--- src/rtl/phase_pkg.sv ---
// -----------------------------------------------------------------------------
// phase_pkg
// Shared definitions for the phase_arbiter traffic/pedestrian phase controller:
//   - phase_state_e : FSM state encoding (IDLE, GREEN, YELLOW, ALLRED)
//   - ROAD1/ROAD2/PED1/PED2 : requester bit positions in req/grant/yellow
//   - DEF_* : default timing constants used as parameter defaults
//   - bcd_of / bcd_dec : helpers for the packed-BCD remain display
//     (used when PHASE_BCD_EN is defined)
// -----------------------------------------------------------------------------
package phase_pkg;

    typedef enum logic [1:0] {
        ST_IDLE   = 2'd0,
        ST_GREEN  = 2'd1,
        ST_YELLOW = 2'd2,
        ST_ALLRED = 2'd3
    } phase_state_e;

    localparam int NUM_REQ = 4;
    localparam int ROAD1   = 0;
    localparam int ROAD2   = 1;
    localparam int PED1    = 2;
    localparam int PED2    = 3;

    localparam int DEF_TICK_DIV = 50000000;
    localparam int DEF_GREEN_S  = 10;
    localparam int DEF_YELLOW_S = 2;
    localparam int DEF_ALLRED_S = 1;

    // Two packed BCD digits, tens in [7:4]; valid for 0..99.
    function automatic logic [7:0] bcd_of(input int n);
        bcd_of = {4'(n / 10), 4'(n % 10)};
    endfunction

    // BCD decrement by one; a zero units digit borrows from the tens digit.
    function automatic logic [7:0] bcd_dec(input logic [7:0] v);
        if (v[3:0] == 4'd0) begin
            bcd_dec = {v[7:4] - 4'd1, 4'd9};
        end else begin
            bcd_dec = {v[7:4], v[3:0] - 4'd1};
        end
    endfunction

endpackage

--- src/rtl/sec_tick.sv ---
// -----------------------------------------------------------------------------
// sec_tick
// Divide-by-TICK_DIV prescaler producing a one-cycle pulse per second.
// Ports:
//   clk      in   system clock
//   reset    in   synchronous active-high reset (count -> 0)
//   restart  in   clears the count so a new phase gets a full first second
//   tick     out  high for the one cycle in which count == TICK_DIV-1
// -----------------------------------------------------------------------------
module sec_tick #(
    parameter int TICK_DIV = 50000000
) (
    input  logic clk,
    input  logic reset,
    input  logic restart,
    output logic tick
);

    localparam int            CW   = (TICK_DIV > 1) ? $clog2(TICK_DIV) : 1;
    localparam logic [CW-1:0] LAST = CW'(TICK_DIV - 1);

    logic [CW-1:0] cnt_q;
    logic [CW-1:0] cnt_d;

    always_comb begin
        tick  = (cnt_q == LAST);
        cnt_d = cnt_q + CW'(1);
        if (restart || tick) begin
            cnt_d = '0;
        end
    end

    always_ff @(posedge clk) begin
        if (reset) begin
            cnt_q <= '0;
        end else begin
            cnt_q <= cnt_d;
        end
    end

endmodule

--- src/rtl/phase_arbiter.sv ---
// -----------------------------------------------------------------------------
// phase_arbiter
// Round-robin phase controller for two road approaches and two pedestrian
// crossings. Each served requester gets GREEN, then (roads only) YELLOW, then
// an ALLRED clearance; the next winner is chosen when ALLRED expires.
//
// Ports:
//   clk      in   system clock
//   reset    in   synchronous active-high reset
//   req      in   [3:0] level requests: [0] road1 [1] road2 [2] ped1 [3] ped2
//   grant    out  [3:0] one-hot green, zero outside GREEN
//   yellow   out  [3:0] one-hot yellow, bits [3:2] always zero
//   all_red  out  high in IDLE and ALLRED
//   remain   out  [7:0] seconds left in current phase, 0 in IDLE
//   busy     out  high whenever the controller is not IDLE
//
// Configuration macro: PHASE_BCD_EN -- when defined, remain counts in two
// packed BCD digits; otherwise it is plain binary.
//
// Timing: every output is a registered image of the FSM state of the previous
// cycle, so a request sampled at edge n latches into pend at n, starts GREEN
// at n+1 and shows on grant after n+2.
// -----------------------------------------------------------------------------
module phase_arbiter
    import phase_pkg::*;
#(
    parameter int TICK_DIV = DEF_TICK_DIV,
    parameter int GREEN_S  = DEF_GREEN_S,
    parameter int YELLOW_S = DEF_YELLOW_S,
    parameter int ALLRED_S = DEF_ALLRED_S
) (
    input  logic       clk,
    input  logic       reset,
    input  logic [3:0] req,
    output logic [3:0] grant,
    output logic [3:0] yellow,
    output logic       all_red,
    output logic [7:0] remain,
    output logic       busy
);

`ifdef PHASE_BCD_EN
    localparam logic [7:0] GREEN_LD  = bcd_of(GREEN_S);
    localparam logic [7:0] YELLOW_LD = bcd_of(YELLOW_S);
    localparam logic [7:0] ALLRED_LD = bcd_of(ALLRED_S);

    function automatic logic [7:0] rem_dec(input logic [7:0] v);
        rem_dec = bcd_dec(v);
    endfunction
`else
    localparam logic [7:0] GREEN_LD  = 8'(GREEN_S);
    localparam logic [7:0] YELLOW_LD = 8'(YELLOW_S);
    localparam logic [7:0] ALLRED_LD = 8'(ALLRED_S);

    function automatic logic [7:0] rem_dec(input logic [7:0] v);
        rem_dec = v - 8'd1;
    endfunction
`endif

    phase_state_e state_q, state_d;
    logic [1:0]   cur_q, cur_d;     // requester owning the current phase
    logic [1:0]   last_q, last_d;   // most recently granted requester
    logic [3:0]   pend_q, pend_d;
    logic [7:0]   rem_q, rem_d;

    logic [3:0]   grant_q, grant_d;
    logic [3:0]   yellow_q, yellow_d;
    logic         all_red_q, all_red_d;
    logic [7:0]   remain_q, remain_d;
    logic         busy_q, busy_d;

    logic         tick;
    logic         restart;
    logic         win_valid;
    logic [1:0]   win_idx;
    logic [3:0]   clr_mask;
    logic         cur_is_road;

    sec_tick #(
        .TICK_DIV (TICK_DIV)
    ) u_sec_tick (
        .clk     (clk),
        .reset   (reset),
        .restart (restart),
        .tick    (tick)
    );

    // Round-robin search starting one past the last grant; the 2-bit index
    // wraps naturally, and the final step revisits last_q itself.
    always_comb begin
        logic [1:0] idx;
        win_valid = 1'b0;
        win_idx   = 2'd0;
        idx       = 2'd0;
        for (int i = 1; i <= NUM_REQ; i++) begin
            idx = last_q + 2'(i);
            if (!win_valid && pend_q[idx]) begin
                win_valid = 1'b1;
                win_idx   = idx;
            end
        end
    end

    assign cur_is_road = (cur_q == 2'(ROAD1)) || (cur_q == 2'(ROAD2));

    always_comb begin
        state_d  = state_q;
        cur_d    = cur_q;
        last_d   = last_q;
        rem_d    = rem_q;
        clr_mask = 4'b0000;

        unique case (state_q)
            ST_IDLE: begin
                if (win_valid) begin
                    state_d           = ST_GREEN;
                    cur_d             = win_idx;
                    last_d            = win_idx;
                    rem_d             = GREEN_LD;
                    clr_mask[win_idx] = 1'b1;
                end
            end
            ST_GREEN: begin
                if (tick) begin
                    if (rem_q == 8'd1) begin
                        if (cur_is_road) begin
                            state_d = ST_YELLOW;
                            rem_d   = YELLOW_LD;
                        end else begin
                            state_d = ST_ALLRED;
                            rem_d   = ALLRED_LD;
                        end
                    end else begin
                        rem_d = rem_dec(rem_q);
                    end
                end
            end
            ST_YELLOW: begin
                if (tick) begin
                    if (rem_q == 8'd1) begin
                        state_d = ST_ALLRED;
                        rem_d   = ALLRED_LD;
                    end else begin
                        rem_d = rem_dec(rem_q);
                    end
                end
            end
            ST_ALLRED: begin
                if (tick) begin
                    if (rem_q == 8'd1) begin
                        if (win_valid) begin
                            state_d           = ST_GREEN;
                            cur_d             = win_idx;
                            last_d            = win_idx;
                            rem_d             = GREEN_LD;
                            clr_mask[win_idx] = 1'b1;
                        end else begin
                            state_d = ST_IDLE;
                            rem_d   = 8'd0;
                        end
                    end else begin
                        rem_d = rem_dec(rem_q);
                    end
                end
            end
            default: begin
                state_d = ST_IDLE;
                rem_d   = 8'd0;
            end
        endcase

        // A request present in its own grant cycle re-arms its pending bit.
        pend_d  = (pend_q & ~clr_mask) | req;
        restart = (state_d != state_q);

        grant_d   = (state_q == ST_GREEN)  ? (4'b0001 << cur_q) : 4'b0000;
        yellow_d  = (state_q == ST_YELLOW) ? (4'b0001 << cur_q) : 4'b0000;
        all_red_d = (state_q == ST_IDLE) || (state_q == ST_ALLRED);
        remain_d  = rem_q;
        busy_d    = (state_q != ST_IDLE);
    end

    always_ff @(posedge clk) begin
        if (reset) begin
            state_q   <= ST_IDLE;
            cur_q     <= 2'd0;
            last_q    <= 2'd3;
            pend_q    <= 4'b0000;
            rem_q     <= 8'd0;
            grant_q   <= 4'b0000;
            yellow_q  <= 4'b0000;
            all_red_q <= 1'b1;
            remain_q  <= 8'd0;
            busy_q    <= 1'b0;
        end else begin
            state_q   <= state_d;
            cur_q     <= cur_d;
            last_q    <= last_d;
            pend_q    <= pend_d;
            rem_q     <= rem_d;
            grant_q   <= grant_d;
            yellow_q  <= yellow_d;
            all_red_q <= all_red_d;
            remain_q  <= remain_d;
            busy_q    <= busy_d;
        end
    end

    assign grant   = grant_q;
    assign yellow  = yellow_q;
    assign all_red = all_red_q;
    assign remain  = remain_q;
    assign busy    = busy_q;

endmodule

--- config.mk ---
export PLATFORM = sky130hd
export DESIGN_NAME = phase_arbiter
export DESIGN_NICKNAME = d
export VERILOG_FILES = /design/src/rtl/phase_pkg.sv /design/src/rtl/sec_tick.sv /design/src/rtl/phase_arbiter.sv
export SDC_FILE = /design/constraint.sdc
export NUM_CORES = 1
export LEC_CHECK = 0
export BUFFER_PORTS_ARGS = -buffer_cell sky130_fd_sc_hd__buf_4
export CAP_MARGIN = 10
export CORE_MARGIN = 5
export CORE_UTILIZATION = 40
export DETAILED_ROUTE_END_ITERATION = 10
export SETUP_SLACK_MARGIN = 0.2
export SLEW_MARGIN = 20
export SYNTH_ARGS = -nofsm -noshare
export SYNTH_HDL_FRONTEND = slang
export SYNTH_SLANG_ARGS = --single-unit
--- constraint.sdc ---
create_clock -name clk -period 2.5 [get_ports clk]
set_clock_uncertainty 0.15 [all_clocks]
set_input_delay 0.25 -clock clk [delete_from_list [all_inputs] [get_ports clk]]
set_output_delay 0.25 -clock clk [all_outputs]
set_load 0.1 [all_outputs]
**Yosys cells after proc, flatten, opt, wreduce, memory -nomap -nowiden**

Index checks and enable logic that the tools add are counted.

- Word-level logic and storage cells: 109
- Output and inout bits: 18
- Input bits: 6
- Register bits after elaboration: 62

- Order comparisons: 6
- Add/subtract/negate cells: 5
- Reduce and logical (&&, ||, !) cells: 19
- Eq/ne operators: 12
- Shifts and indexed selects: 1
- Muxes and demuxes: 50
- Bitwise logic cells: 5

Operator list:

| cell | number |
|---|---|
| 2-to-1 mux 8 bit | 7 |
| 2-to-1 mux 2 bit | 18 |
| one-hot mux 8 bit (4 select lines) | 1 |
| adder 26 x 1 -> 26 bit, second input constant | 1 |
| == test 26 bit, second input constant | 1 |
| 2-to-1 mux 4 bit | 4 |
| less-than comparator 2 x 3 -> 1 bit, second input constant | 5 |
| 2-to-1 mux 1 bit | 11 |
| inequality test 2 bit, second input constant | 5 |
| binary-select mux 1 bit (select 2 bit) | 4 |
| == test 8 x 1 -> 1 bit, second input constant | 1 |
| one-hot mux 2 bit (2 select lines) | 2 |
| one-hot mux 2 bit (4 select lines) | 1 |
| one-hot mux 4 bit (2 select lines) | 1 |
| subtractor 8 x 1 -> 8 bit, second input constant | 1 |
| OR reduction 2 bit | 3 |
| adder 2 bit, second input constant | 2 |
| AND 4 bit | 1 |
| == test 2 x 1 -> 1 bit, second input constant | 2 |
| == test 2 bit, second input constant | 2 |
| logical AND 1 bit | 4 |
| logical NOT 2 bit | 2 |
| inverter 4 bit | 1 |
| bitwise OR 4 bit | 1 |
| other kinds (11) | 17 |

**Depth between registers and ports, before layout**

- Depth after elaboration: 24
- Gate-level depth with buffers: 9
- Mapped depth without buffers: 7

**Hierarchy**

From an unflattened synthesis, not the netlist that was laid out.

- Cell total of the unflattened synthesis: 332
- Area total of the unflattened synthesis: 2890.3 um^2

Modules (own cells, without submodules):

| module | cells an instance | seq. area each (um^2) | area an instance (um^2) | times used |
|---|---|---|---|---|
| phase_arbiter | 182 | 720.7 | 1632.8 | 1 |
| sec_tick | 150 | 520.5 | 1257.5 | 1 |

**Worst setup path after synthesis**

OpenSTA, ideal clock, no wires.

- Path type: register -> register
- Start: reg u_sec_tick.cnt_q[0]
- End: reg rem_q[7]
- Buffers on the path: 0
- Period minus slack after synthesis: 2183 ps
- Arrival: 1954 ps
- Slack: 317 ps
- Required time: 2270 ps
- Library setup time: 80 ps
- Stages on the path, launching flop included: 7
- Path through: dfxtp_1 ha_1 and4_4 nor4b_4 a21oi_2 or4_4 a211oi_2

- Word-level cells in the longest chain between the ends: 3
- Elaborated cells between the ends (all ways): 5
- Classes of those cells: 4 x eq/ne; 1 x reduce/logical

RTL lines:

| element | RTL line | source |
|---|---|---|
| start: declaration | sec_tick.sv:22 | `logic [CW-1:0] cnt_q;` |
| start signal: assignment | sec_tick.sv:37 | `cnt_q <= cnt_d;` |
| == test 26 bit * | sec_tick.sv:26 | `tick = (cnt_q == LAST);` |
| inequality test 2 bit (no source line) | -- |  |
| AND reduction 4 bit (no source line) * | -- |  |
| end signal: assignment | phase_arbiter.sv:200 | `rem_q <= rem_d;` |
| end: declaration | phase_arbiter.sv:64 | `logic [7:0] rem_q, rem_d;` |

Mark *: on every way between the ends. The rest lies on a longest branch, timed or not.
A chain may end at the register's enable or synchronous reset.

**Final worst setup path**

- Start: reg u_sec_tick.cnt_q[16]
- End: reg rem_q[5]

Same word-level chain as after synthesis.

==> results.sh <==
export IMPL_tns_ns=0
export IMPL_synth_edf_count=0
export IMPL_yosysSeqAreaShare_pct=43.8
export IMPL_cts_root_buf="clkbuf_8"
export IMPL_crit_path_end_kind="register"
export IMPL_yosys_area_top_type="dfxtp_1"
export IMPL_dr_first_iter_drc_count=98
export IMPL_final_antenna_net_count=0
export IMPL_status="complete, no violations"
export IMPL_fp_dieW_um=94.2
export IMPL_cts_sink_count=62
export IMPL_clock_path_buffers=2
export IMPL_rows=30
export IMPL_port_buffers=23
export IMPL_powerDensity_mw_per_mm2=855
export IMPL_worstSetupPathType="register to register"
export IMPL_ctsHoldBuffers=0
export IMPL_core_area_mm2=0.00683
export IMPL_start_util_pct=41.5
export IMPL_cts_buffers=9
export IMPL_layout_min_cycle_time_ns=2.25
export IMPL_via_per_inst=5.05
export IMPL_worst_slack_ns=0.248
export IMPL_synthesis_nets=337
export IMPL_max_slew_margin_pct=64.6
export IMPL_cp_max_fo=9
export IMPL_min_path_type="input pin to register"
export IMPL_dieArea_mm2=0.00887
export IMPL_hold_viol_final=0
export IMPL_antenna_cells=0
export IMPL_synthesis_instances=324
export IMPL_crit_path_start="u_sec_tick.cnt_q[16]$_SDFF_PP0_"
export IMPL_rsz0062_at_grt="true"
export IMPL_drv_cap=0
export IMPL_p_total_mw=3.00
export IMPL_place_worst_setup_slack_ns=0.191
export IMPL_final_common_cell="nor2_1"
export IMPL_finalNetCount=373
export IMPL_maxSlewViolCount=0
export IMPL_hpwl_um=3750
export IMPL_wl_um=5820
export IMPL_worst_slew_pin_slew_ns=0.526
export IMPL_synth_top_area_share_pct=43.8
export IMPL_path_clk_slew_ns=0.07
export IMPL_r2r_setup_slack_ns=0.25
export IMPL_grt_pass1_vias=2095
export IMPL_grt_usage_pct=13.4
export IMPL_peakVddDrop_mv=0.510
export IMPL_post_drt_wl_per_cell_um=12.7
export IMPL_via_count=2320
export IMPL_synth_cell_types=52
export IMPL_ys_warn_count=0
export IMPL_cts_htree_levels=3
export IMPL_synth_async_reset_ratio_pct=0
export IMPL_hold_path_startpoint="req[0]"
export IMPL_synth_seq_cells=62
export IMPL_cp_required_ns=2.61
export IMPL_synthTopCellsByArea="dfxtp_1, nor2_1, xnor2_1"
export IMPL_cp_data_arrival_time_ns=2.36
export IMPL_die_h_um=94.2
export IMPL_setup_violations=0
export IMPL_grt_max_degree=32
export IMPL_fin_crit_sh_pct=90.1
export IMPL_grt_overflow=0
export IMPL_syn_area_mm2=0.00283
export IMPL_rr_startpoint="u_sec_tick.cnt_q[16]$_SDFF_PP0_"
export IMPL_p_leak_nw=1.29
export IMPL_final_cell_mix="nor2_1, dfxtp_1, buf_4, xnor2_1, nand2_1"
export IMPL_cp_start_kind="register"
export IMPL_gp_congestion=0.824
export IMPL_io_pin_count=24
export IMPL_area_delta_synth_final_pct=23.8
export IMPL_dr_pass1_iters=4
export IMPL_synth_ff_type="dfxtp_1"
export IMPL_grt_pass1_wl_um=9390
export IMPL_clk_latency_ns=0.35
export IMPL_drc_errors=0
export IMPL_fmax_ghz=0.444
export IMPL_drive_gt1_share_pct=21.5
export IMPL_synth_avg_cell_area_um2=8.75
export IMPL_cts_tree="yes"
export IMPL_antenna_found_initial=0
cell type report:
| class | instances | area, um2 |
|---|---|---|
| Clock buffer | 10 | 138 |
| Clock inverter | 4 | 72.6 |
| Fill cell | 654 | 3320 |
| Inverter | 11 | 41.3 |
| Multi-Input combinational cell | 241 | 1580 |
| Sequential cell | 62 | 1240 |
| Tap cell | 96 | 120 |
| Timing Repair Buffer | 35 | 314 |
report_power, final:
part           internal (mW)  switching, mW  leakage, nW
Clock                  0.575          0.375        0.104
Combinational          0.352          0.535        0.682
Sequential              1.08         0.0843        0.505
Total                   2.00          0.994         1.29
registers in the layout, indices dropped and copies added (netlist names), 2 cells and up:
signal and flops:
u_sec_tick.cnt_q 26, rem_q 8, remain 8, grant 4, pend_q 4, yellow 4
cur_q 2, last_q 2, state_q 2
timing repair:
item,CTS,global route
cloned,0,3
pin swaps,0,4
resized for setup,5,15
buffers inserted,0,3
setup endpoints to repair,3,42
logic make-up (layout without fill, tap and decap cells):
family                   Yosys count  count (layout)  share of synthesized area (%)
AND/OR/NAND/NOR                  158             158                           29.3
buffers and inverters             21              60                           3.36
XOR/XNOR                          25              25                           7.73
flip-flops                        62              62                           43.8
AO/OA/AOI/OAI                     51              51                           12.8
adder cells (fa/ha/maj)            7               7                           3.09
per-stage QoR:
| step | area [um2] | cells | hold slack (ns) | utilization [%] |
|---|---|---|---|---|
| floorplan | 2830 | 324 | 0.270 | - |
| global placement | 3130 | 439 | 0.292 | 45.8 |
| detailed placement | 3130 | 439 | 0.300 | 45.8 |
| CTS | 3370 | 453 | 0.0257 | 49.3 |
| global route | 3510 | 459 | 0.0205 | 51.3 |
| finish | 3510 | 459 | 0.0358 | 51.3 |
worst paths after layout:
| check | to | cells past startpoint |
|---|---|---|
| setup / recovery | rem_q[5]$_SDFFE_PP0P_ | 6 |
| hold / removal | pend_q[0]$_SDFF_PP0_ | 3 |
| setup reg to reg | rem_q[5]$_SDFFE_PP0P_ | 6 |
| hold reg to reg | u_sec_tick.cnt_q[0]$_SDFF_PP0_ | 1 |
critical path, stage by stage, from the launching register on:
cell and delay [ns]:
dfxtp_1 0.34, nor4b_1 0.34, and4_1 0.45, a21oi_4 0.12
buf_4 0.18, or3_1 0.36, a211oi_2 0.22
routing by layer:
layer / up-vias / global-route usage, % / wire length, um
met5: - / 0 / 0
met4: 0 / 6.14 / 82
met3: 6 / 5.13 / 274
met2: 37 / 22.0 / 2850
met1: 1078 / 15.3 / 2620
li1: 1199 / - / -
Yosys cell counts (4+ instances only):
master / n
nand2b_1: 6
nor3_1: 11
nor2_1: 60
and3_1: 4
o31ai_1: 4
a211oi_1: 8
nand3_1: 14
dfxtp_1: 62
o21ai_0: 12
nand2_1: 16
ha_1: 7
nand4_1: 6
nor2b_1: 10
xor2_1: 8
inv_1: 11
or3_1: 5
xnor2_1: 17
and2_1: 4
clkbuf_1: 5
a21oi_1: 9
Power figures use the tool's default switching activity.
